--- src/rtl/multicycle_controller.sv ---
// multicycle_controller: control FSM that sequences a shared multicycle MIPS datapath
// (one memory port, one ALU, register file, IR and PC).
// Each instruction is stepped through fetch, decode, execute, memory and writeback states.
// Memory accesses hold their state until mem_ready completes the access.
//
// Optional feature: define ILLEGAL_TRAP_EN to trap unsupported opcode/funct codes.
//   - Defined: an unsupported code moves the FSM to HALT, where illegal_op=1 until reset.
//   - Undefined: an unsupported opcode acts as a NOP, an unsupported funct executes as add,
//     and illegal_op is tied to 0.
//
// Ports:
//   clk, reset      rising-edge clock; synchronous active-high reset
//   opcode, funct   IR[31:26] and IR[5:0]
//   zero            ALU zero flag, used for beq
//   mem_ready       memory completes the current access this cycle
//   mem_req         memory access request
//   mem_write       write qualifier for mem_req
//   i_or_d          memory address select (0=PC, 1=ALUOut)
//   ir_write        IR load enable
//   pc_write        PC load enable
//   pc_src          PC source select
//   alu_src_a       ALU operand A select
//   alu_src_b       ALU operand B select
//   alu_control     ALU operation select
//   reg_dst         register destination select
//   mem_to_reg      register write data select
//   reg_write       register file write enable
//   illegal_op      trap flag (tied 0 when ILLEGAL_TRAP_EN is undefined)
//   state_dbg       current state encoding
// Outputs are a Moore decode of the state register.
// ir_write and pc_write in FETCH also follow mem_ready, and pc_write in BRANCH follows zero.
module multicycle_controller #(
  parameter int unsigned STATE_W = 4
) (
  input  logic               clk,
  input  logic               reset,
  input  logic [5:0]         opcode,
  input  logic [5:0]         funct,
  input  logic               zero,
  input  logic               mem_ready,
  output logic               mem_req,
  output logic               mem_write,
  output logic               i_or_d,
  output logic               ir_write,
  output logic               pc_write,
  output logic [1:0]         pc_src,
  output logic               alu_src_a,
  output logic [1:0]         alu_src_b,
  output logic [2:0]         alu_control,
  output logic               reg_dst,
  output logic               mem_to_reg,
  output logic               reg_write,
  output logic               illegal_op,
  output logic [STATE_W-1:0] state_dbg
);

  localparam logic [STATE_W-1:0] S_RST     = STATE_W'(0);
  localparam logic [STATE_W-1:0] S_FETCH   = STATE_W'(1);
  localparam logic [STATE_W-1:0] S_DECODE  = STATE_W'(2);
  localparam logic [STATE_W-1:0] S_MEMADR  = STATE_W'(3);
  localparam logic [STATE_W-1:0] S_MEMRD   = STATE_W'(4);
  localparam logic [STATE_W-1:0] S_MEMWB   = STATE_W'(5);
  localparam logic [STATE_W-1:0] S_MEMWR   = STATE_W'(6);
  localparam logic [STATE_W-1:0] S_EXECUTE = STATE_W'(7);
  localparam logic [STATE_W-1:0] S_ALUWB   = STATE_W'(8);
  localparam logic [STATE_W-1:0] S_BRANCH  = STATE_W'(9);
  localparam logic [STATE_W-1:0] S_ADDIEX  = STATE_W'(10);
  localparam logic [STATE_W-1:0] S_ADDIWB  = STATE_W'(11);
  localparam logic [STATE_W-1:0] S_JUMP    = STATE_W'(12);
  localparam logic [STATE_W-1:0] S_HALT    = STATE_W'(13);

  localparam logic [5:0] OP_RTYPE = 6'b000000;
  localparam logic [5:0] OP_LW    = 6'b100011;
  localparam logic [5:0] OP_SW    = 6'b101011;
  localparam logic [5:0] OP_BEQ   = 6'b000100;
  localparam logic [5:0] OP_ADDI  = 6'b001000;
  localparam logic [5:0] OP_J     = 6'b000010;

  localparam logic [2:0] ALU_ADD = 3'b010;
  localparam logic [2:0] ALU_SUB = 3'b110;
  localparam logic [2:0] ALU_AND = 3'b000;
  localparam logic [2:0] ALU_OR  = 3'b001;
  localparam logic [2:0] ALU_SLT = 3'b111;

  logic [STATE_W-1:0] state;
  logic [STATE_W-1:0] next_state;
  logic [2:0]         funct_alu;
  logic               funct_ok;

  // R-type funct decode; unsupported codes fall back to add
  always_comb begin
    funct_alu = ALU_ADD;
    funct_ok  = 1'b1;
    case (funct)
      6'b100000: funct_alu = ALU_ADD;
      6'b100010: funct_alu = ALU_SUB;
      6'b100100: funct_alu = ALU_AND;
      6'b100101: funct_alu = ALU_OR;
      6'b101010: funct_alu = ALU_SLT;
      default:   funct_ok  = 1'b0;
    endcase
  end

  // State register
  always_ff @(posedge clk) begin
    if (reset) state <= S_RST;
    else       state <= next_state;
  end

  // Next-state logic
  always_comb begin
    next_state = state;
    case (state)
      S_RST:    next_state = S_FETCH;
      S_FETCH:  if (mem_ready) next_state = S_DECODE;
      S_DECODE: begin
        case (opcode)
          OP_LW, OP_SW: next_state = S_MEMADR;
          OP_RTYPE: begin
`ifdef ILLEGAL_TRAP_EN
            next_state = funct_ok ? S_EXECUTE : S_HALT;
`else
            next_state = S_EXECUTE;
`endif
          end
          OP_BEQ:  next_state = S_BRANCH;
          OP_ADDI: next_state = S_ADDIEX;
          OP_J:    next_state = S_JUMP;
          default: begin
`ifdef ILLEGAL_TRAP_EN
            next_state = S_HALT;
`else
            next_state = S_FETCH;
`endif
          end
        endcase
      end
      S_MEMADR:  next_state = (opcode == OP_LW) ? S_MEMRD : S_MEMWR;
      S_MEMRD:   if (mem_ready) next_state = S_MEMWB;
      S_MEMWB:   next_state = S_FETCH;
      S_MEMWR:   if (mem_ready) next_state = S_FETCH;
      S_EXECUTE: next_state = S_ALUWB;
      S_ALUWB:   next_state = S_FETCH;
      S_BRANCH:  next_state = S_FETCH;
      S_ADDIEX:  next_state = S_ADDIWB;
      S_ADDIWB:  next_state = S_FETCH;
      S_JUMP:    next_state = S_FETCH;
      S_HALT:    next_state = S_HALT;
      default:   next_state = S_RST;
    endcase
  end

  // Output decode; every output defaults to 0
  always_comb begin
    mem_req     = 1'b0;
    mem_write   = 1'b0;
    i_or_d      = 1'b0;
    ir_write    = 1'b0;
    pc_write    = 1'b0;
    pc_src      = 2'b00;
    alu_src_a   = 1'b0;
    alu_src_b   = 2'b00;
    alu_control = 3'b000;
    reg_dst     = 1'b0;
    mem_to_reg  = 1'b0;
    reg_write   = 1'b0;
    illegal_op  = 1'b0;
    state_dbg   = state;
    case (state)
      S_FETCH: begin
        mem_req     = 1'b1;
        alu_src_b   = 2'b01;
        alu_control = ALU_ADD;
        // IR and PC load in the cycle the fetch completes
        ir_write    = mem_ready;
        pc_write    = mem_ready;
      end
      S_DECODE: begin
        alu_src_b   = 2'b11;
        alu_control = ALU_ADD;
      end
      S_MEMADR, S_ADDIEX: begin
        alu_src_a   = 1'b1;
        alu_src_b   = 2'b10;
        alu_control = ALU_ADD;
      end
      S_MEMRD: begin
        mem_req = 1'b1;
        i_or_d  = 1'b1;
      end
      S_MEMWB: begin
        mem_to_reg = 1'b1;
        reg_write  = 1'b1;
      end
      S_MEMWR: begin
        mem_req   = 1'b1;
        mem_write = 1'b1;
        i_or_d    = 1'b1;
      end
      S_EXECUTE: begin
        alu_src_a   = 1'b1;
        alu_control = funct_alu;
      end
      S_ALUWB: begin
        reg_dst   = 1'b1;
        reg_write = 1'b1;
      end
      S_BRANCH: begin
        alu_src_a   = 1'b1;
        alu_control = ALU_SUB;
        pc_src      = 2'b01;
        pc_write    = zero;
      end
      S_ADDIWB: reg_write = 1'b1;
      S_JUMP: begin
        pc_src   = 2'b10;
        pc_write = 1'b1;
      end
      S_HALT: begin
`ifdef ILLEGAL_TRAP_EN
        illegal_op = 1'b1;
`else
        illegal_op = 1'b0;
`endif
      end
      default: ;
    endcase
  end

endmodule

--- config.mk ---
export PLATFORM = sky130hd
export DESIGN_NAME = multicycle_controller
export DESIGN_NICKNAME = d
export VERILOG_FILES = /design/src/rtl/multicycle_controller.sv
export SDC_FILE = /design/constraint.sdc
export NUM_CORES = 1
export LEC_CHECK = 0
export CORE_ASPECT_RATIO = 0.8
export CORE_UTILIZATION = 35
export CTS_CLUSTER_SIZE = 40
export DETAILED_ROUTE_END_ITERATION = 10
export PLACE_DENSITY = 0.78
export SETUP_SLACK_MARGIN = 0.15
export SLEW_MARGIN = 20
export SYNTH_ARGS = -nofsm -noshare
export SYNTH_HDL_FRONTEND = slang
export SYNTH_SLANG_ARGS = --single-unit
--- constraint.sdc ---
create_clock -name clk -period 1.8 [get_ports clk]
set_clock_uncertainty 0.15 [all_clocks]
set_input_delay 0.45 -clock clk [delete_from_list [all_inputs] [get_ports clk]]
set_output_delay 0.45 -clock clk [all_outputs]
set_load 0.005 [all_outputs]
==> results of run 1 <==
## stage by stage
stage | worst slack (ps) | util [%]
after floorplan | 97.35 | -
after global placement | -868.7 | 79.93
after detailed placement | -932.0 | 79.93
## synthesized netlist by cell type, types with 2 or more instances
| library cell | instances |
|---|---|
| nand2_1 | 7 |
| nand2b_1 | 5 |
| nor2b_1 | 2 |
| and3_1 | 3 |
| a21oi_1 | 4 |
| o22ai_1 | 2 |
| inv_1 | 3 |
| nor4_1 | 2 |
| o21ai_0 | 3 |
| a211oi_1 | 2 |
| nand3_1 | 2 |
| dfxtp_1 | 4 |
| xnor2_1 | 2 |
| nor2_1 | 9 |
| a31oi_1 | 5 |
| nor3b_1 | 2 |
| nor3_1 | 7 |
| buf_1 | 2 |
| xor2_1 | 2 |
| buf_2 | 4 |
## cell families after synthesis
logic type / synth area share (%)
other: 0.6459
and+or+nand+nor: 43.75
buffers and inverters: 7.975
DFF: 13.79
AOI/OAI and AO/OA: 25.86
muxes: 1.940
xor gates and xnor gates: 6.036
==> reports/metrics.yaml, run 1 <==
tool.error: "[ERROR DPL-0033] detailed placement checks failed during check placement."
numPortBuffers: 35
synth_nets: 106
numCtsBuffers: 3
synth-main-ff-cell: "dfxtp_1"
synth_edf_count: 0
cts_resized: 164
placed_cells: 172
clockRootBuffer: "clkbuf_4"
avgSynthCellArea_sq_um: 6.451
die_y_um: 38.43
gp_congestion: 0.9267
run_status: "stopped before the end"
placedInstanceArea_sq_mm: 0.001176
synth_seq_cells: 4
clockBufferDepth: 2
clock-sinks: 4
ys_warn_count: 0
htreeDepth: 1
synth_top_area_share_pct: 13.79
ioPinCount: 37
initial_core_util_pct: 39.46
die_w_um: 47.54
async_flop_share_pct: 0
post_cts_buffers: 14
synth_area_leaders: "dfxtp_1, nor3_1, nor2_1"
rows: 12
synthDistinctLibCells: 38
ys_seq_area_share_pct: 13.79
synthesis.area_sq_um: 580.6
lastStage: "clock tree synthesis"
hpwl_um: 1954
syn_inst: 90
cts_hold_buf: 0
yosysTopAreaCell: "dfxtp_1"
==> inputs of run 2 (changes only) <==
Settings changed: CORE_AREA set to 2 2 63 65, CORE_ASPECT_RATIO 0.8 to not set, CORE_UTILIZATION 35 to not set, CTS_CLUSTER_SIZE 40 to not set, DIE_AREA set to 0 0 65 67, PLACE_DENSITY 0.78 to not set, PLACE_DENSITY_LB_ADDON set to 0.15, SETUP_SLACK_MARGIN 0.15 to not set.
==> run 2 against run 1 <==
Compared with the run above:
- the flow now finishes, with violations (setup timing)
- synthesized cell count is the same
- synthesized area is the same
==> reports/metrics.yaml, run 2 <==
synthesis.area_sq_um: 580.6  # unchanged
yosys.area_share.simple_pct: 43.75  # unchanged
grt_pass1_vias: 1009
path_class: "register to output port"
layout.nets: 191
die_y_um: 67  # +74%
powerDensity_mw_per_mm2: 384.7
clkSlewWorstSetupHoldPaths_ps: 30
hold_start: "state_dbg[2]"
largest_reg_flops: 4
clockBufferDepth: 2  # unchanged
holdWs_ps: 624.7
power.share.combinational_pct: 51.8
fin_area_sq_mm: 0.001580
die_w_um: 65  # +37%
numCtsBuffers: 3  # unchanged
synth_edf_count: 0  # unchanged
final_cell_mix: "buf_4, buf_6, buf_2, dlygate4sd2_1, a31oi_1"
hp-class: "register to register"
synth.most_common_cell: "nor2_1"
cap_violations: 0
rsz0062_at_grt: "yes"
swShare_pct: 30.63
setup_violations: 7
seqCellArea_sq_um: 95.09
vias: 973
area_delta_synth_final_pct: 172.2
run_status: "finished with violations"
gp_congestion: 0.7409  # -20%
postRouteAntennaNets: 0
clkPwrFrac_pct: 31.4
async_flop_share_pct: 0  # unchanged
ioPinCount: 37  # unchanged
hold_viol: 0
grt_overflow_total: 0
synth_top_area_share_pct: 13.79  # unchanged
initial_core_util_pct: 16.10  # -23 points
switching_power_uw: 186.2
core_sq_mm: 0.003606
grt_usage_pct: 12.52
critPathCaptureType: "output port"
multi_input_area_sq_um: 641.9
seq_power_share_pct: 16.8
wirelength_um: 2637
synth_adder_area_share_pct: 0  # unchanged
critical_path_arrival_ps: 1310
max-vdd-ir-drop_mv: 0.1417
layout_commonest_cell: "buf_4"
numPortBuffers: 35  # unchanged
antenna_cells: 0
r2r_end: "state_dbg[3]"
finalCriticalPeriod_ps: 1913
synth-main-ff-cell: "dfxtp_1"
ys_seq_area_share_pct: 13.79  # unchanged
grt_first_pass_wirelength_um: 4284
crit_required_ps: 1200
vias_per_cell: 4.403
synth_nets: 106  # unchanged
placedInstanceArea_sq_mm: 0.001219  # +3.6%
r2r_slack_ps: 100
worstHoldEndpoint: "state_dbg[0]"
syn_inst: 90  # unchanged
drt_iter0_drc: 32
drtPass1Iterations: 4
hold_depth: 3
p_leak_nw: 0.7250
antenna_found_initial: 0
rr_startpoint: "state_dbg[0]"
clockRootBuffer: "clkbuf_8"
synth_xor_area_share_pct: 6.034  # unchanged
rows: 22  # +10
clk_latency_ps: 220
clock-sinks: 4  # unchanged
hpwl_um: 1813  # -7.2%
layout-drive-gt1-share_pct: 67.05
yosys-top-cells-count: "nor2_1, nand2_1, nor3_1"
synth_area_leaders: "dfxtp_1, nor3_1, nor2_1"
cp-start-kind: "register"
grt_max_degree: 9
fmax_mhz: 522.8
p_int_uw: 421.7
worstRegToRegCells: 5
htreeDepth: 1  # unchanged
violations: "setup timing"
fin_crit_sh_pct: 106.3
ys_warn_count: 0  # unchanged
yosysTopAreaCell: "dfxtp_1"
cts_tree: "done"
avgSynthCellArea_sq_um: 6.451  # unchanged
synth_top_family_by_area: "simple AND/OR/NAND/NOR gates"
drc: 0
path_max_fanout: 3
routedWlPerCell_um: 11.93
synth_compound_area_share_pct: 25.86  # unchanged
muxShareOfSynthArea_pct: 1.940  # unchanged
synth_seq_cells: 4  # unchanged
die-area_sq_mm: 0.004355
fillers: 383
synthDistinctLibCells: 38  # unchanged
setup_slack_ps: -112.8
slew_viol_final: 0
==> run 2: cell counts after synthesis <==
No cell type changed its count.
==> run 2: repair_timing <==
item,CTS,global route
gates resized for setup,158,17
pin swaps,19,11
setup endpoints to repair,24,16
cloned,0,0
buffers inserted,14,3
hold buffers,0,0
==> run 2: through the flow <==
step                instances  setup TNS, ps  power (mW)  utilization (%)  worst slack (ps)
floorplan                  90              0      0.1883                -             20.24
global placement          201          -6989      0.3423            33.80            -882.9
detailed placement        201          -7107      0.3427            33.80            -930.3
CTS                       218         -414.2      0.5915            41.43            -94.73
global route              221         -975.2      0.6420            43.82            -131.0
finish                    221         -315.4      0.6079            43.82            -112.8
==> run 2: power by group through the flow <==
stage	Sequential, mW	Combinational [mW]	Clock, mW
after floorplan	0.0997	0.0886	0
after global placement	0.106	0.237	0
after detailed placement	0.106	0.237	0
after CTS	0.101	0.294	0.197
after global routing	0.103	0.340	0.199
final	0.102	0.315	0.191
==> run 2: worst max-delay path by stage <==
stage	cells after the start	start	end
finish	5	state_dbg[0]	reg_write
global route	7	state_dbg[0]	alu_control[1]
CTS	7	funct[4]	alu_control[2]
detailed placement	6	funct[5]	alu_control[0]
global placement	6	funct[5]	alu_control[0]
floorplan	5	state_dbg[0]	alu_control[1]
==> run 2: layer usage <==
| metal | up-vias | global-route usage (%) | part of all wire [%] |
|---|---|---|---|
| li1 | 496 | - | - |
| met1 | 457 | 13.86 | 41 |
| met2 | 20 | 24.48 | 56 |
| met3 | 0 | 1.520 | 2.8 |
| met4 | 0 | 3.989 | 0 |
| met5 | - | 0 | 0 |
==> run 2: kinds of logic after synthesis <==
group,count (synthesis)
AND/OR/NAND/NOR,47
AO/OA/AOI/OAI,23
buffers and inverters,10
XOR/XNOR,4
flip-flops,4
multiplexers,1
other,1
==> run 2: cell type report <==
| class | instances | share of cell area, % |
|---|---|---|
| repair buffers | 87 | 45.92 |
| flip-flops and latches | 4 | 6.017 |
| well taps | 48 | 3.800 |
| inverters | 3 | 1.029 |
| multi-input cells | 76 | 40.62 |
| clock buffers | 3 | 2.613 |
==> run 2: critical path: stages (launching register included) <==
cell and delay [ps]:
dfxtp_4 350, buf_6 130, nor3b_2 230, a21oi_1 130
o22ai_2 130, buf_2 130
No activity file was read; power rests on OpenSTA's default activity.
==> inputs of run 3 (changes only) <==
Settings changed: CAP_MARGIN set to 10, REMOVE_ABC_BUFFERS set to 1.
==> run 3 against run 2 <==
Compared with the run above:
- the run still ends with setup timing left
- worst setup slack got worse by 41 ps
- final area up 4.7%
- utilization is 2.0 points higher
- sequential power about the same
- wire length increased by 9.6%
- maximum frequency decreased by 2.1%
- global-route usage is 1.3 points higher
- sequential share of layout area is 0.27 points lower
- sequential cell count unchanged
==> reports/metrics.yaml, run 3 (synthesized netlist as in run 2, its figures left out) <==
placedInstanceArea_sq_mm: 0.001204  # -1.2%
clk_latency_ps: 220  # about the same
postRouteAntennaNets: 0  # unchanged
run_status: "finished with violations"
grt_usage_pct: 13.81  # +1.3 points
crit_top_cell: "buf_6"
place_ws_ps: -898.4  # +31.85 ps
slew_viol_final: 0  # unchanged
vias: 1039  # +6.8%
hold_viol: 0  # unchanged
crit_family: "buffers and inverters"
layout-drive-gt1-share_pct: 67.58  # +0.53 points
clockRootBuffer: "clkbuf_8"
numCtsBuffers: 3  # unchanged
clkSlewWorstSetupHoldPaths_ps: 30  # about the same
numPortBuffers: 35  # unchanged
p_leak_nw: 0.7981  # +10%
hp-class: "input pin to register"
rows: 22  # unchanged
antenna_found_initial: 0  # unchanged
final_cells: 230  # +4.1%
largest_reg_flops: 4  # unchanged
r2r_end: "state_dbg[1]"
path_max_fanout: 3  # unchanged
grt_max_degree: 8  # -1
grt_pass1_vias: 1096  # +8.6%
die-area_sq_mm: 0.004355  # unchanged
clockBufferDepth: 2  # unchanged
crit_required_ps: 1200  # about the same
die_y_um: 67  # unchanged
ioPinCount: 37  # unchanged
clock-sinks: 4  # unchanged
grt_overflow_total: 0  # unchanged
drc: 0  # unchanged
placed_cells: 199  # -1.0%
setup_slack_ps: -154.3  # -41.44 ps
critPathCaptureType: "output port"
worstPathCellList: "buf_6 > buf_12 > nand2b_4 > nor2_4 > buf_6 > a211o_1 > buf_2"
area_delta_synth_final_pct: 184.9
r2r_slack_ps: 110  # about the same
routedWlPerCell_um: 12.57  # +5.3%
fmax_mhz: 511.7  # -2.1%
gp_congestion: 0.7669  # +3.5%
slowest_stage: "dfxtp_4"
powerDensity_mw_per_mm2: 388.4  # +0.96%
slowest_delay_ps: 340  # about the same
rsz0062_at_grt: "yes"
drt_iter0_drc: 12  # -63%
antenna_cells: 0  # unchanged
layout.nets: 200  # +4.7%
fillers: 360  # -6.0%
drtPass1Iterations: 4  # unchanged
layout_commonest_cell: "buf_4"
grt_first_pass_wirelength_um: 4726  # +10%
worstHoldEndpoint: "state_dbg[3]"
wirelength_um: 2891  # +9.6%
initial_core_util_pct: 16.10  # unchanged
fin_area_sq_mm: 0.001654  # +4.7%
setup_violations: 10  # +3
hold_depth: 4  # +1
vias_per_cell: 4.517  # +2.6%
cap_violations: 0  # unchanged
fin_crit_sh_pct: 108.6  # +2.3 points
path_class: "register to output port"
finalCriticalPeriod_ps: 1954  # +41.44 ps
violations: "setup timing"
rr_startpoint: "state_dbg[3]"
die_w_um: 65  # unchanged
cts_tree: "done"
core_sq_mm: 0.003606  # unchanged
worstRegToRegCells: 6  # +1
hold_start: "opcode[4]"
hpwl_um: 1858  # +2.5%
critical_path_arrival_ps: 1350  # +40 ps
cp-start-kind: "register"
critPathBufInv: 4  # +2
final_cell_mix: "buf_4, buf_6, buf_2, dlygate4sd2_1, a31oi_1"
htreeDepth: 1  # unchanged
power_uw: 642.4  # +5.7%
max-vdd-ir-drop_mv: 0.1604  # +13%
-- run 3: through the flow --
step | setup TNS [ps] | util, % | hold WS (ps)
global route | -1288 | 45.87 | 582.3
global placement | -6919 | 33.38 | 592.2
detailed placement | -6930 | 33.38 | 600.7
floorplan | -67.02 | - | 369.4
finish | -734.9 | 45.87 | 540.2
CTS | -804.8 | 43.44 | 523.1
-- run 3: power breakdown --
group / leakage [nW] / switching [mW] / internal (mW)
clock network: 0.0216 / 0.0569 / 0.143
logic: 0.741 / 0.132 / 0.205
registers: 0.0355 / 0.0127 / 0.0925
total: 0.798 / 0.202 / 0.441
-- run 3: how the worst max path moves through the flow --
stage | startpoint | endpoint | slack [ps] | cells after the start
6_report | state_dbg[2] | pc_write | -150 | 7
5_1_grt | state_dbg[2] | pc_write | -190 | 7
4_1_cts | state_dbg[2] | pc_write | -150 | 7
3_5_place_dp | funct[5] | alu_control[0] | -900 | 6
3_3_place_gp | funct[5] | alu_control[0] | -890 | 6
2_1_floorplan | state_dbg[0] | pc_write | -40 | 3
-- run 3: tightest hold or removal path, delay by kind of cell --
kind,cells,cell delay [ps]
compound gates,1,70
buf+inv,1,120
simple gates,2,230
-- run 3: layout make-up --
cell class / count / area, sq um / share of cell area (%)
clock buffer: 3 / 41.29 / 2.496
inverter: 3 / 18.77 / 1.135
multi-input combinational: 76 / 628.1 / 37.97
sequential: 4 / 95.09 / 5.749
tap: 48 / 60.06 / 3.631
timing repair buffer: 96 / 810.8 / 49.02
-- run 3: metal layers --
| metal | global-route usage [%] | vias to the layer above | share of wire (%) |
|---|---|---|---|
| met4 | 7.447 | 0 | 2.8 |
| met3 | 1.351 | 9 | 2.5 |
| li1 | - | 519 | - |
| met2 | 26.16 | 20 | 53 |
| met5 | 0 | - | 0 |
| met1 | 14.99 | 491 | 42 |
-- run 3: repair_timing --
item	4_1_cts	5_1_grt
buffers inserted	25	6
hold buffers	0	0
pin swaps	19	17
endpoints found under the setup margin	22	17
resized for setup	161	18
==> inputs of run 4 (changes only) <==
Settings changed: GPL_TIMING_DRIVEN set to 0.
==> run 4 against run 3 <==
Compared with the run above:
- the run still ends with setup timing left
- die area is the same
- maximum frequency increased by 2.2%
- clock power shrank 3%
- sequential power about the same
- global-route usage fell by 1.8 points
- combinational power shrank 13%
- sequential cell count stayed put
- hold slack gained 40 ps
- largest cell class is now multi-input gates
==> reports/metrics.yaml, run 4 (synthesized netlist as in run 2, its figures left out) <==
wirelength_um: 2781  # -3.8%
htreeDepth: 1  # unchanged
routedWlPerCell_um: 13.77  # +9.5%
finalCriticalPeriod_ps: 1912  # -41.91 ps
p_leak_nw: 0.6816  # -15%
antenna_cells: 0  # unchanged
path_class: "register to output port"
vias: 929  # -11%
drt_iter0_drc: 26  # +14
die_w_um: 65  # unchanged
rsz0062_at_grt: "yes"
clockBufferDepth: 2  # unchanged
layout_commonest_cell: "buf_4"
hpwl_um: 1538  # -17%
cts_hold_buf: 0  # unchanged
grt_usage_pct: 11.99  # -1.8 points
numCtsBuffers: 3  # unchanged
place_ws_ps: -931.2  # -32.74 ps
slew_viol_final: 0  # unchanged
r2r_end: "state_dbg[1]"
die-area_sq_mm: 0.004355  # unchanged
setup_tns_ps: -463.2  # +271.6 ps
crit_required_ps: 1200  # about the same
cts_tree: "done"
critPathCaptureType: "output port"
p_int_uw: 402.1  # -8.8%
worstRegToRegCells: 7  # +1
hold_viol: 0  # unchanged
grt_max_degree: 11  # +3
layout.nets: 172  # -14%
violations: "setup timing"
power.share.combinational_pct: 49.4  # -3.0 points
rr_startpoint: "state_dbg[2]"
clkSlewWorstSetupHoldPaths_ps: 40  # about the same
cp-start-kind: "register"
clk_latency_ps: 220  # about the same
seq_power_share_pct: 17.7  # +1.3 points
max-vdd-ir-drop_mv: 0.1270  # -21%
critical_path_arrival_ps: 1310  # -40 ps
hold_start: "opcode[5]"
setup_slack_ps: -112.4  # +41.91 ps
r2r_slack_ps: 80  # -30 ps
area_delta_synth_final_pct: 146.3
swShare_pct: 32.14  # +0.77 points
clock-sinks: 4  # unchanged
run_status: "finished with violations"
grt_first_pass_wirelength_um: 4077  # -14%
switching_power_uw: 190.4  # -5.5%
clockRootBuffer: "clkbuf_8"
die_y_um: 67  # unchanged
initial_core_util_pct: 16.10  # unchanged
antenna_found_initial: 0  # unchanged
worstHoldEndpoint: "state_dbg[2]"
fin_crit_sh_pct: 106.2  # -2.3 points
hp-class: "input pin to register"
fmax_mhz: 522.9  # +2.2%
cap_violations: 0  # unchanged
grt_overflow_total: 0  # unchanged
postRouteAntennaNets: 0  # unchanged
layout-drive-gt1-share_pct: 57.14  # -10 points
vias_per_cell: 4.599  # +1.8%
setup_violations: 7  # -3
ioPinCount: 37  # unchanged
largest_reg_flops: 4  # unchanged
numPortBuffers: 35  # unchanged
final_cell_mix: "buf_4, buf_6, dlygate4sd2_1, buf_2"
gp_congestion: 0.8456  # +10%
core_sq_mm: 0.003606  # unchanged
hold_depth: 4  # unchanged
path_max_fanout: 5  # +2
powerDensity_mw_per_mm2: 414.3  # +6.7%
clkPwrFrac_pct: 32.9  # +1.7 points
drtPass1Iterations: 4  # unchanged
rows: 22  # unchanged
drc: 0  # unchanged
grt_pass1_vias: 864  # -21%
run 4: what timing repair did:
action / CTS / global route
setup buffers: 23 / 11
resized for setup: 134 / 20
pin swaps: 11 / 8
setup endpoints to repair: 24 / 16
run 4: power by group through the flow:
stage	clock, mW	sequential, mW	combinational (mW)
2_1_floorplan	0	0.115	0.0651
3_3_place_gp	0	0.123	0.165
3_5_place_dp	0	0.123	0.166
4_1_cts	0.193	0.106	0.254
5_1_grt	0.201	0.105	0.313
6_report	0.195	0.105	0.293
run 4: final cells by class:
class	count	area (sq um)
Tap cell	48	60.06
Timing Repair Buffer	68	590.6
Fill cell	362	2176
Clock buffer	3	41.29
Inverter	3	18.77
Multi-Input combinational cell	76	624.3
Sequential cell	4	95.09
run 4: worst max-delay path by stage:
stage / start / to / slack (ps)
6_report: state_dbg[2] / reg_write / -110
5_1_grt: state_dbg[2] / alu_control[2] / -150
4_1_cts: state_dbg[1] / pc_src[1] / -210
3_5_place_dp: funct[5] / alu_control[0] / -930
3_3_place_gp: funct[5] / alu_control[0] / -920
2_1_floorplan: state_dbg[0] / pc_write / -40
run 4: metal layers:
metal	routed length [um]	vias up	share of wire, %	track usage (%)
li1	-	460	-	-
met1	1125	446	40	13.68
met2	1528	21	55	23.20
met3	108	2	3.9	1.520
met4	18	0	0.65	3.191
met5	0	-	0	0
run 4: worst max-delay path, stage by stage, from the launching register on:
cell,delay [ps]
dfxtp_4,360
buf_6,120
buf_6,120
buf_4,140
a21oi_2,140
o22ai_2,100
clkbuf_2,110
run 4: per-stage QoR:
step	util, %	power, mW	cell area, sq um	std cells	hold WS (ps)
2_1_floorplan	-	0.1804	545.5	83	369.4
3_3_place_gp	26.51	0.2882	955.9	166	660.6
3_5_place_dp	26.51	0.2894	955.9	166	661.9
4_1_cts	35.88	0.5531	1294	192	548.0
5_1_grt	39.66	0.6195	1430	202	643.2
6_report	39.66	0.5925	1430	202	580.1
